===== config.mk =====
export PLATFORM = sky130hd
export DESIGN_NAME = fetch_stage
export DESIGN_NICKNAME = d
export VERILOG_FILES = /design/src/rtl/fetch_pkg.sv /design/src/rtl/fetch_stage_if_id_reg.sv /design/src/rtl/fetch_stage.sv
export SDC_FILE = /design/constraint.sdc
export NUM_CORES = 1
export LEC_CHECK = 0
export CAP_MARGIN = 20
export CORE_ASPECT_RATIO = 1.2
export CORE_MARGIN = 4
export CORE_UTILIZATION = 50
export CTS_BUF_LIST = sky130_fd_sc_hd__clkbuf_2 sky130_fd_sc_hd__clkbuf_4 sky130_fd_sc_hd__clkbuf_8
export DETAILED_ROUTE_END_ITERATION = 8
export PLACE_DENSITY = 0.82
export SYNTH_ARGS = -nofsm -noshare
export SYNTH_HDL_FRONTEND = slang
export SYNTH_SLANG_ARGS = --single-unit

===== constraint.sdc =====
create_clock -name clk -period 3.4 [get_ports clk]
set_input_delay 0.51 -clock clk [delete_from_list [all_inputs] [get_ports clk]]
set_output_delay 0.51 -clock clk [all_outputs]
set_load 0.01 [all_outputs]

===== src/rtl/fetch_pkg.sv =====
// Shared definitions for the LEGv8 instruction-fetch stage.
//   HALT_INSN     : encoding of CBZ XZR,#0, which freezes fetch
//   IMEM_AW_DEF   : default instruction ROM word-address width
//   fetch_state_t : fetch control FSM states
package fetch_pkg;

  localparam logic [31:0] HALT_INSN   = 32'hb400001f;
  localparam int          IMEM_AW_DEF = 6;

  typedef enum logic {
    RUN  = 1'b0,
    HALT = 1'b1
  } fetch_state_t;

endpackage : fetch_pkg


===== src/rtl/fetch_stage_if_id_reg.sv =====
// IF/ID pipeline register.
//   clk, reset      : clock, synchronous active-high reset
//   en              : load instr_in/pc_in and mark the entry live
//   flush           : clear the entry to a bubble (beats en)
//   instr_in, pc_in : instruction and its PC from the fetch side
//   instr, pc, valid: registered IF/ID fields
module if_id_reg #(
  parameter int N = 64
) (
  input  logic         clk,
  input  logic         reset,
  input  logic         en,
  input  logic         flush,
  input  logic [31:0]  instr_in,
  input  logic [N-1:0] pc_in,
  output logic [31:0]  instr,
  output logic [N-1:0] pc,
  output logic         valid
);

  logic [31:0]  instr_q, instr_d;
  logic [N-1:0] pc_q, pc_d;
  logic         valid_q, valid_d;

  // NOTE: every signal written here gets a default first, so no path leaves
  // it unassigned and no latch is inferred.
  always_comb begin
    instr_d = instr_q;
    pc_d    = pc_q;
    valid_d = valid_q;
    if (flush) begin
      instr_d = '0;
      pc_d    = '0;
      valid_d = 1'b0;
    end else if (en) begin
      instr_d = instr_in;
      pc_d    = pc_in;
      valid_d = 1'b1;
    end
  end

  // NOTE: state registers use non-blocking assignments so all flops sample
  // their inputs from the same pre-edge values.
  always_ff @(posedge clk) begin
    if (reset) begin
      instr_q <= '0;
      pc_q    <= '0;
      valid_q <= 1'b0;
    end else begin
      instr_q <= instr_d;
      pc_q    <= pc_d;
      valid_q <= valid_d;
    end
  end

  assign instr = instr_q;
  assign pc    = pc_q;
  assign valid = valid_q;

endmodule : if_id_reg


===== src/rtl/fetch_stage.sv =====
// Instruction-fetch stage of the LEGv8 pipeline.
//   clk, reset  : clock, synchronous active-high reset (overrides all inputs)
//   stall_F     : hold PC and IF/ID
//   PCSrc_E     : taken branch from EX; redirect PC and flush IF/ID
//   PCBranch_E  : branch target byte address (low two bits ignored)
//   imem_addr   : ROM word address, PC[IMEM_AW+1:2]
//   imem_q      : ROM data, combinational from imem_addr
//   instr_D, pc_D, valid_D : IF/ID register contents
//   halted      : fetch frozen on the halt instruction
//   fetch_count : number of instructions loaded into IF/ID
module fetch_stage
  import fetch_pkg::*;
#(
  parameter int N       = 64,
  parameter int IMEM_AW = IMEM_AW_DEF
) (
  input  logic               clk,
  input  logic               reset,
  input  logic               stall_F,
  input  logic               PCSrc_E,
  input  logic [N-1:0]       PCBranch_E,
  output logic [IMEM_AW-1:0] imem_addr,
  input  logic [31:0]        imem_q,
  output logic [31:0]        instr_D,
  output logic [N-1:0]       pc_D,
  output logic               valid_D,
  output logic               halted,
  output logic [31:0]        fetch_count
);

  fetch_state_t state_q, state_d;
  logic [N-1:0] pc_q, pc_d;
  logic [31:0]  cnt_q, cnt_d;

  logic halt_detect;
  logic freeze;
  logic if_id_flush;
  logic if_id_en;

  // A live halt word in IF/ID stops fetch on the same edge that enters HALT,
  // so the PC stays one word past the halt word and the halt word itself
  // remains visible in IF/ID. A concurrent redirect squashes it instead.
  assign halt_detect = (state_q == RUN) && valid_D && (instr_D == HALT_INSN) && !PCSrc_E;
  assign freeze      = (state_q == HALT) || halt_detect;
  assign if_id_flush = !freeze && PCSrc_E;
  assign if_id_en    = !freeze && !PCSrc_E && !stall_F;

  always_comb begin
    state_d = state_q;
    if (halt_detect) state_d = HALT;
  end

  always_comb begin
    pc_d = pc_q;
    if (if_id_flush) pc_d = {PCBranch_E[N-1:2], 2'b00};
    else if (if_id_en) pc_d = pc_q + N'(4);
  end

  always_comb begin
    cnt_d = cnt_q;
    if (if_id_en) cnt_d = cnt_q + 32'd1;
  end

  always_ff @(posedge clk) begin
    if (reset) begin
      state_q <= RUN;
      pc_q    <= '0;
      cnt_q   <= '0;
    end else begin
      state_q <= state_d;
      pc_q    <= pc_d;
      cnt_q   <= cnt_d;
    end
  end

  if_id_reg #(.N(N)) u_if_id (
    .clk      (clk),
    .reset    (reset),
    .en       (if_id_en),
    .flush    (if_id_flush),
    .instr_in (imem_q),
    .pc_in    (pc_q),
    .instr    (instr_D),
    .pc       (pc_D),
    .valid    (valid_D)
  );

  assign imem_addr   = pc_q[IMEM_AW+1:2];
  assign halted      = (state_q == HALT);
  assign fetch_count = cnt_q;

endmodule : fetch_stage

==> results of run 1 <==
[kinds of logic after synthesis]
| kind of cell | count (synthesis) | synth area share (%) |
|---|---|---|
| and+or+nand+nor | 545 | 29.75 |
| AOI/OAI and AO/OA | 242 | 16.77 |
| DFF | 190 | 43.68 |
| buffers and inverters | 99 | 4.742 |
| xor gates and xnor gates | 47 | 4.728 |
| adders and majority gates | 2 | 0.2874 |
| other | 1 | 0.04307 |
[metal layers]
metal  up-vias  wire [um]
met1      4165      11010
met5         -          0
li1       4355          -
met2       382      13220
met3        56       2299
met4         0        763
[flip-flops by register name, summed over array words and instances, names as in the netlist]
signal         flops
halted             1
u_if_id.pc        62
u_if_id.valid      1
u_if_id.instr     32
fetch_count       32
pc_q              62
[layout make-up]
cell class              instances  area share, %
inverters                      15         0.4822
clock inverters                12          1.361
well taps                     216          2.314
multi-input cells             838          38.99
flip-flops and latches        190          32.57
clock buffers                  19          2.186
repair buffers                259          22.09
[where the power goes]
part           internal [mW]  leakage, nW  switching (mW)  total [mW]
Clock                  0.757        0.206           0.820        1.58
Sequential              2.30         1.55          0.0951        2.40
Combinational          0.273         2.01           0.288       0.561
[worst max path at each step]
stage                                  to  slack (ns)                  from
CTS                 pc_q[50]$_SDFFE_PP0P_        0.38  pc_q[3]$_SDFFE_PP0P_
global placement    pc_q[50]$_SDFFE_PP0P_        0.44  pc_q[3]$_SDFFE_PP0P_
floorplan           pc_q[50]$_SDFFE_PP0P_        0.91  pc_q[3]$_SDFFE_PP0P_
detailed placement  pc_q[50]$_SDFFE_PP0P_        0.41  pc_q[3]$_SDFFE_PP0P_
finish              pc_q[50]$_SDFFE_PP0P_        0.36  pc_q[3]$_SDFFE_PP0P_
global route        pc_q[50]$_SDFFE_PP0P_        0.19  pc_q[3]$_SDFFE_PP0P_
[stage by stage]
| step | worst slack [ns] | hold WS [ns] | utilization [%] | cell area [um2] | instances |
|---|---|---|---|---|---|
| after floorplan | 0.9071 | 0.4407 | - | 8711 | 1127 |
| after global placement | 0.4376 | 0.4423 | 66.33 | 11260 | 1518 |
| after detailed placement | 0.4070 | 0.4479 | 66.33 | 11260 | 1518 |
| after CTS | 0.3765 | 0.4606 | 68.77 | 11680 | 1549 |
| after global routing | 0.1943 | 0.4700 | 68.77 | 11680 | 1549 |
| final | 0.3603 | 0.4578 | 68.77 | 11680 | 1549 |
[cell usage in the layout (no fill, tap or decap), types with 3 or more instances in the layout]
cell / n
nand2_4: 3
or3_1: 25
clkdlybuf4s50_1: 230
buf_4: 23
o21ai_0: 37
o31a_1: 3
nor4b_1: 6
o31ai_1: 6
or4_1: 10
a21oi_1: 122
nand2_1: 243
a22oi_1: 5
nor3_1: 23
bufinv_16: 3
a31oi_1: 8
inv_1: 15
xor2_1: 3
a211oi_1: 29
dfxtp_1: 190
nand4_1: 31
buf_12: 5
a311oi_1: 12
xnor2_1: 44
or2_2: 3
and4_1: 10
inv_6: 3
nand3_1: 36
and3_1: 9
nor4_1: 31
nor2_1: 95
clkbuf_8: 18
[tightest hold or removal path, cell delays in order, from the launching register on]
cell and delay [ns]:
dfxtp_1 0.32, nand2_1 0.05, a21oi_1 0.05
==> summary.md, run 1 <==
| Metric | Value |
|---|---|
| Top cells by area, synth | dfxtp_1 44%, nand2_1 11%, a21oi_1 7.0% |
| Worst path top cell family by delay | simple AND/OR/NAND/NOR gates |
| Drt total wl | 27290 um |
| DR DRC count | 0 |
| Num rows | 52 |
| Crit path largest cell delay | 0.65 ns |
| GRT Residual Overflow | 0 |
| Final Hold Viols | 0 |
| Synth cell count leaders | 246 x nand2_1, 190 x dfxtp_1, 122 x a21oi_1 |
| CP Launch Type | flop |
| Vias in the first global route | 8608 |
| Max clock buf depth | 2 |
| Hold endpoint | u_if_id.pc[63]$_SDFFE_PP0P_ |
| FILL cells | 1446 |
| Post-DP HPWL | 19610 um |
| Hold Path Class | flop to flop |
| Multi-input gate area | 0.004553 mm2 |
| Worst VDD drop | 0.2753 mV |
| Setup CP Type | flop to flop |
| Ys async rst share | 0% |
| Slew margin rel. | 30.77% |
| Top Usage Layer GRT | met2 |
| Max Fclk | 0.3290 GHz |
| Leading area contributor after synthesis | dfxtp_1 |
| Chip width | 128.5 um |
| Setup Fix Bufs, Post-CTS | 0 |
| H-Tree Level Count | 4 |
| PortBufs | 231 |
| Clock Tree Root | clkbuf_8 |
| Syn Inst Count | 1126 |
| Worst R2R Setup Slack | 0.36 ns |
| IO Count | 236 |
| Met2 usage | 44.82% |
| Post-synth cell types | 57 |
| Routing usage on met1 | 33.00% |
| Most common cell on crit path | or3_1 |
| Initial DRT Pass Iterations | 6 |
| Worst-path fanout max | 17 |
| Crit path cell chain | ha_1, nand4_1, or3_1, or3_1, or4_1, o31ai_1, o2bb2ai_1 |
| WP depth | 7 |
| P_leak | 3.761 nW |
| Register area share after synthesis | 43.68% |
| EDFF count, synth | 0 |
| Maxcap violations | 0 |
| CTS clk-pin slew, worst paths | 0.10 ns |
| WP buf/inv | 0 |
| Minimum clock period | 3.040 ns |
| Core area | 0.01698 mm2 |
| Worst Hold Launch | u_if_id.pc[63]$_SDFFE_PP0P_ |
| Clock latency on the worst-skew pair | 0.47 ns |
| Sink Count | 190 |
| First DRT Iteration DRCs | 736 |
| Clock skew | 0.01144 ns |
| FF-to-FF path depth | 7 |
| Synth Flop Type | dfxtp_1 |
| Wire per inst | 17.62 um |
| Total GRT Usage | 27.24% |
| Met3 Usage GRT | 8.100% |
| Top cell type's share of synthesized area | 43.68% |
| CP max stage cell | or3_1 |
| Vias/cell | 5.783 |
| Data arrival, critical path | 3.44 ns |
| Worst-margin pin slew | 1.038 ns |
| Hold buffer count at CTS | 0 |
| CP Capture Type | flop |
| Area growth, synth to finish | 34.11% |
| Post-CTS Resized | 0 |
| Hold Crit Depth | 2 |
| ANT nets after route | 0 |
| Tcrit/Tclk final | 89.40% |
| RR Startpoint | pc_q[3]$_SDFFE_PP0P_ |
| Cell Pwr Density | 388.5 mW/mm2 |
| Status | finished clean |
| Final Net Count | 1423 |
| Full die area | 0.01960 mm2 |
| Final setup viols | 0 |
| Slew Viols, Final | 0 |
| CTS buffer count | 17 |
| Placer congestion estimate | 0.9154 |
| Worst EP required | 3.80 ns |
| Mean area per synthesized cell | 7.733 um2 |
| Yosys warns | 0 |
| Vias | 8958 |
| First-pass GRT wire length | 43460 um |
| Crit Reg-Reg Endpoint | pc_q[50]$_SDFFE_PP0P_ |
| CTS tree | done |
| Synth Cell Area | 0.008707 mm2 |
| Antenna cell count | 0 |
| Most frequent cell after synthesis | nand2_1 |
| Number of antenna violations at the first check in global routing | 0 |
| RSZ-0062 raised after global routing | no |
| Seq cells post-synth | 190 |
| Largest net degree at the start of global routing | 94 |
| Setup TNS | 0 ns |
| Starting Density | 51.27% |
| Register area | 0.003804 mm2 |
| Die height | 152.6 um |
| Design Power | 4.537 mW |
| Share of cells above drive strength 1 | 6.152% |
(Power assumes the default switching activity.)
==> inputs of run 2 (changes only) <==
--- a/config.mk
+++ b/config.mk
@@ -8,10 +8,11 @@
 export CAP_MARGIN = 20
 export CORE_ASPECT_RATIO = 1.2
 export CORE_MARGIN = 4
-export CORE_UTILIZATION = 50
+export CORE_UTILIZATION = 60
 export CTS_BUF_LIST = sky130_fd_sc_hd__clkbuf_2 sky130_fd_sc_hd__clkbuf_4 sky130_fd_sc_hd__clkbuf_8
 export DETAILED_ROUTE_END_ITERATION = 8
-export PLACE_DENSITY = 0.82
+export DONT_BUFFER_PORTS = 1
+export PLACE_DENSITY = 0.76
 export SYNTH_ARGS = -nofsm -noshare
 export SYNTH_HDL_FRONTEND = slang
 export SYNTH_SLANG_ARGS = --single-unit
==> run 2 against run 1 <==
Effect of this change:
- clock skew rose by 0.00063 ns
- largest cell class unchanged
- combinational power shrank 41%
- power down 8.7%
- register-to-register slack gained 0.12 ns
- cell area is 21% lower
- flip-flop and latch count stayed put
- non-clock buffer count shrank 238
- die area fell by 16%
- hold slack worse by 0.33 ns
- highest routed layer unchanged
- cell count down 18%
- critical path type unchanged
==> summary.md, run 2 (synthesis gave the netlist of run 1 again) <==
| Metric | Value |
|---|---|
| Status | finished clean |
| Post-CTS Resized | 0 |
| Crit path capture | pc_q[58]$_SDFFE_PP0P_ |
| Hold Path Class | primary input to flop |
| Initial DRT Pass Iterations | 5 |
| Cell Pwr Density | 451.6 mW/mm2 |
| Commonest cells after routing, fill and taps aside | 243 x nand2_1, 190 x dfxtp_1, 122 x a21oi_1, 95 x nor2_1, 44 x xnor2_1 |
| Total GRT Usage | 28.37% |
| Starting Density | 62.21% |
| Max clock buf depth | 2 |
| Final Hold Viols | 0 |
| Final Net Count | 1185 |
| Data arrival, critical path | 3.29 ns |
| Clock power share | 33.9% |
| Worst R2R Setup Slack | 0.48 ns |
| Slew margin rel. | 30.54% |
| Clock Tree Root | clkbuf_8 |
| Maxcap violations | 0 |
| Vias | 7887 |
| Seq pwr share | 58.2% |
| Max Fclk | 0.3428 GHz |
| Vias in the first global route | 7619 |
| Design Power | 4.144 mW |
| CTS clk-pin slew, worst paths | 0.09 ns |
| Setup TNS | 0 ns |
| Setup Fix Bufs, Post-CTS | 0 |
| Fin util | 65.57% |
| Commonest non-fill, non-tap cell in the layout | nand2_1 |
| Clock skew | 0.01208 ns |
| Clock latency on the worst-skew pair | 0.47 ns |
| CTS buffer count | 17 |
| Drt total wl | 23690 um |
| Fin cells | 1264 |
| Setup CP Type | flop to flop |
| Crit Reg-Reg Endpoint | pc_q[58]$_SDFFE_PP0P_ |
| Antenna cell count | 0 |
| Tcrit/Tclk final | 85.81% |
| CP Capture Type | flop |
| Slew Viols, Final | 0 |
| ANT nets after route | 0 |
| Area growth, synth to finish | 5.403% |
| Vias/cell | 6.240 |
| Final setup viols | 0 |
| Post-placement cell count | 1235 |
| RSZ-0062 raised after global routing | no |
| DR DRC count | 0 |
| First-pass GRT wire length | 38580 um |
| GRT Residual Overflow | 0 |
| Comb pwr share | 7.9% |
| P_leak | 2.856 nW |
| Full die area | 0.01651 mm2 |
| Num rows | 47 |
| CP Launch Type | flop |
| RR Startpoint | pc_q[24]$_SDFFE_PP0P_ |
| Sw Share | 26.18% |
| Worst EP required | 3.78 ns |
| Sink Count | 190 |
| Core area | 0.01400 mm2 |
| Minimum clock period | 2.917 ns |
| Chip width | 118.0 um |
| Worst-margin pin slew | 1.042 ns |
| H-Tree Level Count | 4 |
| Power Internal | 3.059 mW |
| Worst-path fanout max | 12 |
| NetSw | 1.085 mW |
| Worst VDD drop | 0.2979 mV |
| Post-DP HPWL | 16750 um |
| PortBufs | 0 |
| Wire per inst | 18.75 um |
| FF-to-FF path depth | 6 |
| Placer congestion estimate | 0.8558 |
| CTS tree | done |
| Largest net degree at the start of global routing | 96 |
| First DRT Iteration DRCs | 586 |
| Hold buffer count at CTS | 0 |
| Worst Hold Launch | reset |
| Die height | 140.0 um |
| CP startpoint | pc_q[24]$_SDFFE_PP0P_ |
| Number of antenna violations at the first check in global routing | 0 |
| Share of cells above drive strength 1 | 6.587% |
| IO Count | 236 |
==> run 2: critical path, stage by stage (launching register included) <==
cell and delay (ns):
dfxtp_1 0.47, nand4_1 0.25, or4_1 0.58, or3_1 0.54
buf_4 0.26, or4_1 0.48, a211oi_1 0.24
==> run 2: metrics by stage <==
| step | hold WS [ns] | setup WS [ns] | instance area (um2) |
|---|---|---|---|
| 3_3_place_gp | 0.4700 | 0.6035 | 8822 |
| 6_report | 0.1270 | 0.4825 | 9178 |
| 5_1_grt | 0.08582 | 0.2850 | 9178 |
| 2_1_floorplan | 0.4407 | 0.9071 | 8711 |
| 3_5_place_dp | 0.4746 | 0.5868 | 8822 |
| 4_1_cts | 0.07983 | 0.5261 | 9178 |
==> run 2: how the worst min path moves through the flow <==
stage                                        endpoint  slack [ns]  cells after the start
after floorplan           u_if_id.pc[54]$_SDFFE_PP0P_        0.44                      2
after global routing            pc_q[43]$_SDFFE_PP0P_        0.09                      1
after CTS                       pc_q[61]$_SDFFE_PP0P_        0.08                      1
final                           pc_q[41]$_SDFFE_PP0P_        0.13                      1
after detailed placement  u_if_id.pc[54]$_SDFFE_PP0P_        0.47                      2
after global placement    u_if_id.pc[54]$_SDFFE_PP0P_        0.47                      2
==> run 2: layer usage <==
metal  wire (um)  vias to the layer above  global-route usage [%]  part of all wire [%]
met2       11860                      268                   49.85                    50
met3        1954                       45                   8.952                   8.2
met4         544                        0                   9.259                   2.3
li1            -                     3874                       -                     -
met1        9337                     3700                   32.90                    39
met5           0                        -                       0                     0
==> run 2: area by class of cell <==
type | count | area, um2
fillers | 1285 | 4818
multi-input cells | 838 | 4553
flip-flops and latches | 190 | 3804
clock buffers | 23 | 291.5
well taps | 171 | 214.0
repair buffers | 21 | 195.2
clock inverters | 6 | 63.81
inverters | 15 | 56.30
==> run 2: power by group through the flow <==
stage / sequential, mW / combinational, mW / clock (mW)
2_1_floorplan: 2.43 / 0.270 / 0
3_3_place_gp: 2.46 / 0.323 / 0
3_5_place_dp: 2.46 / 0.331 / 0
4_1_cts: 2.41 / 0.331 / 1.42
5_1_grt: 2.42 / 0.371 / 1.52
6_report: 2.41 / 0.329 / 1.40
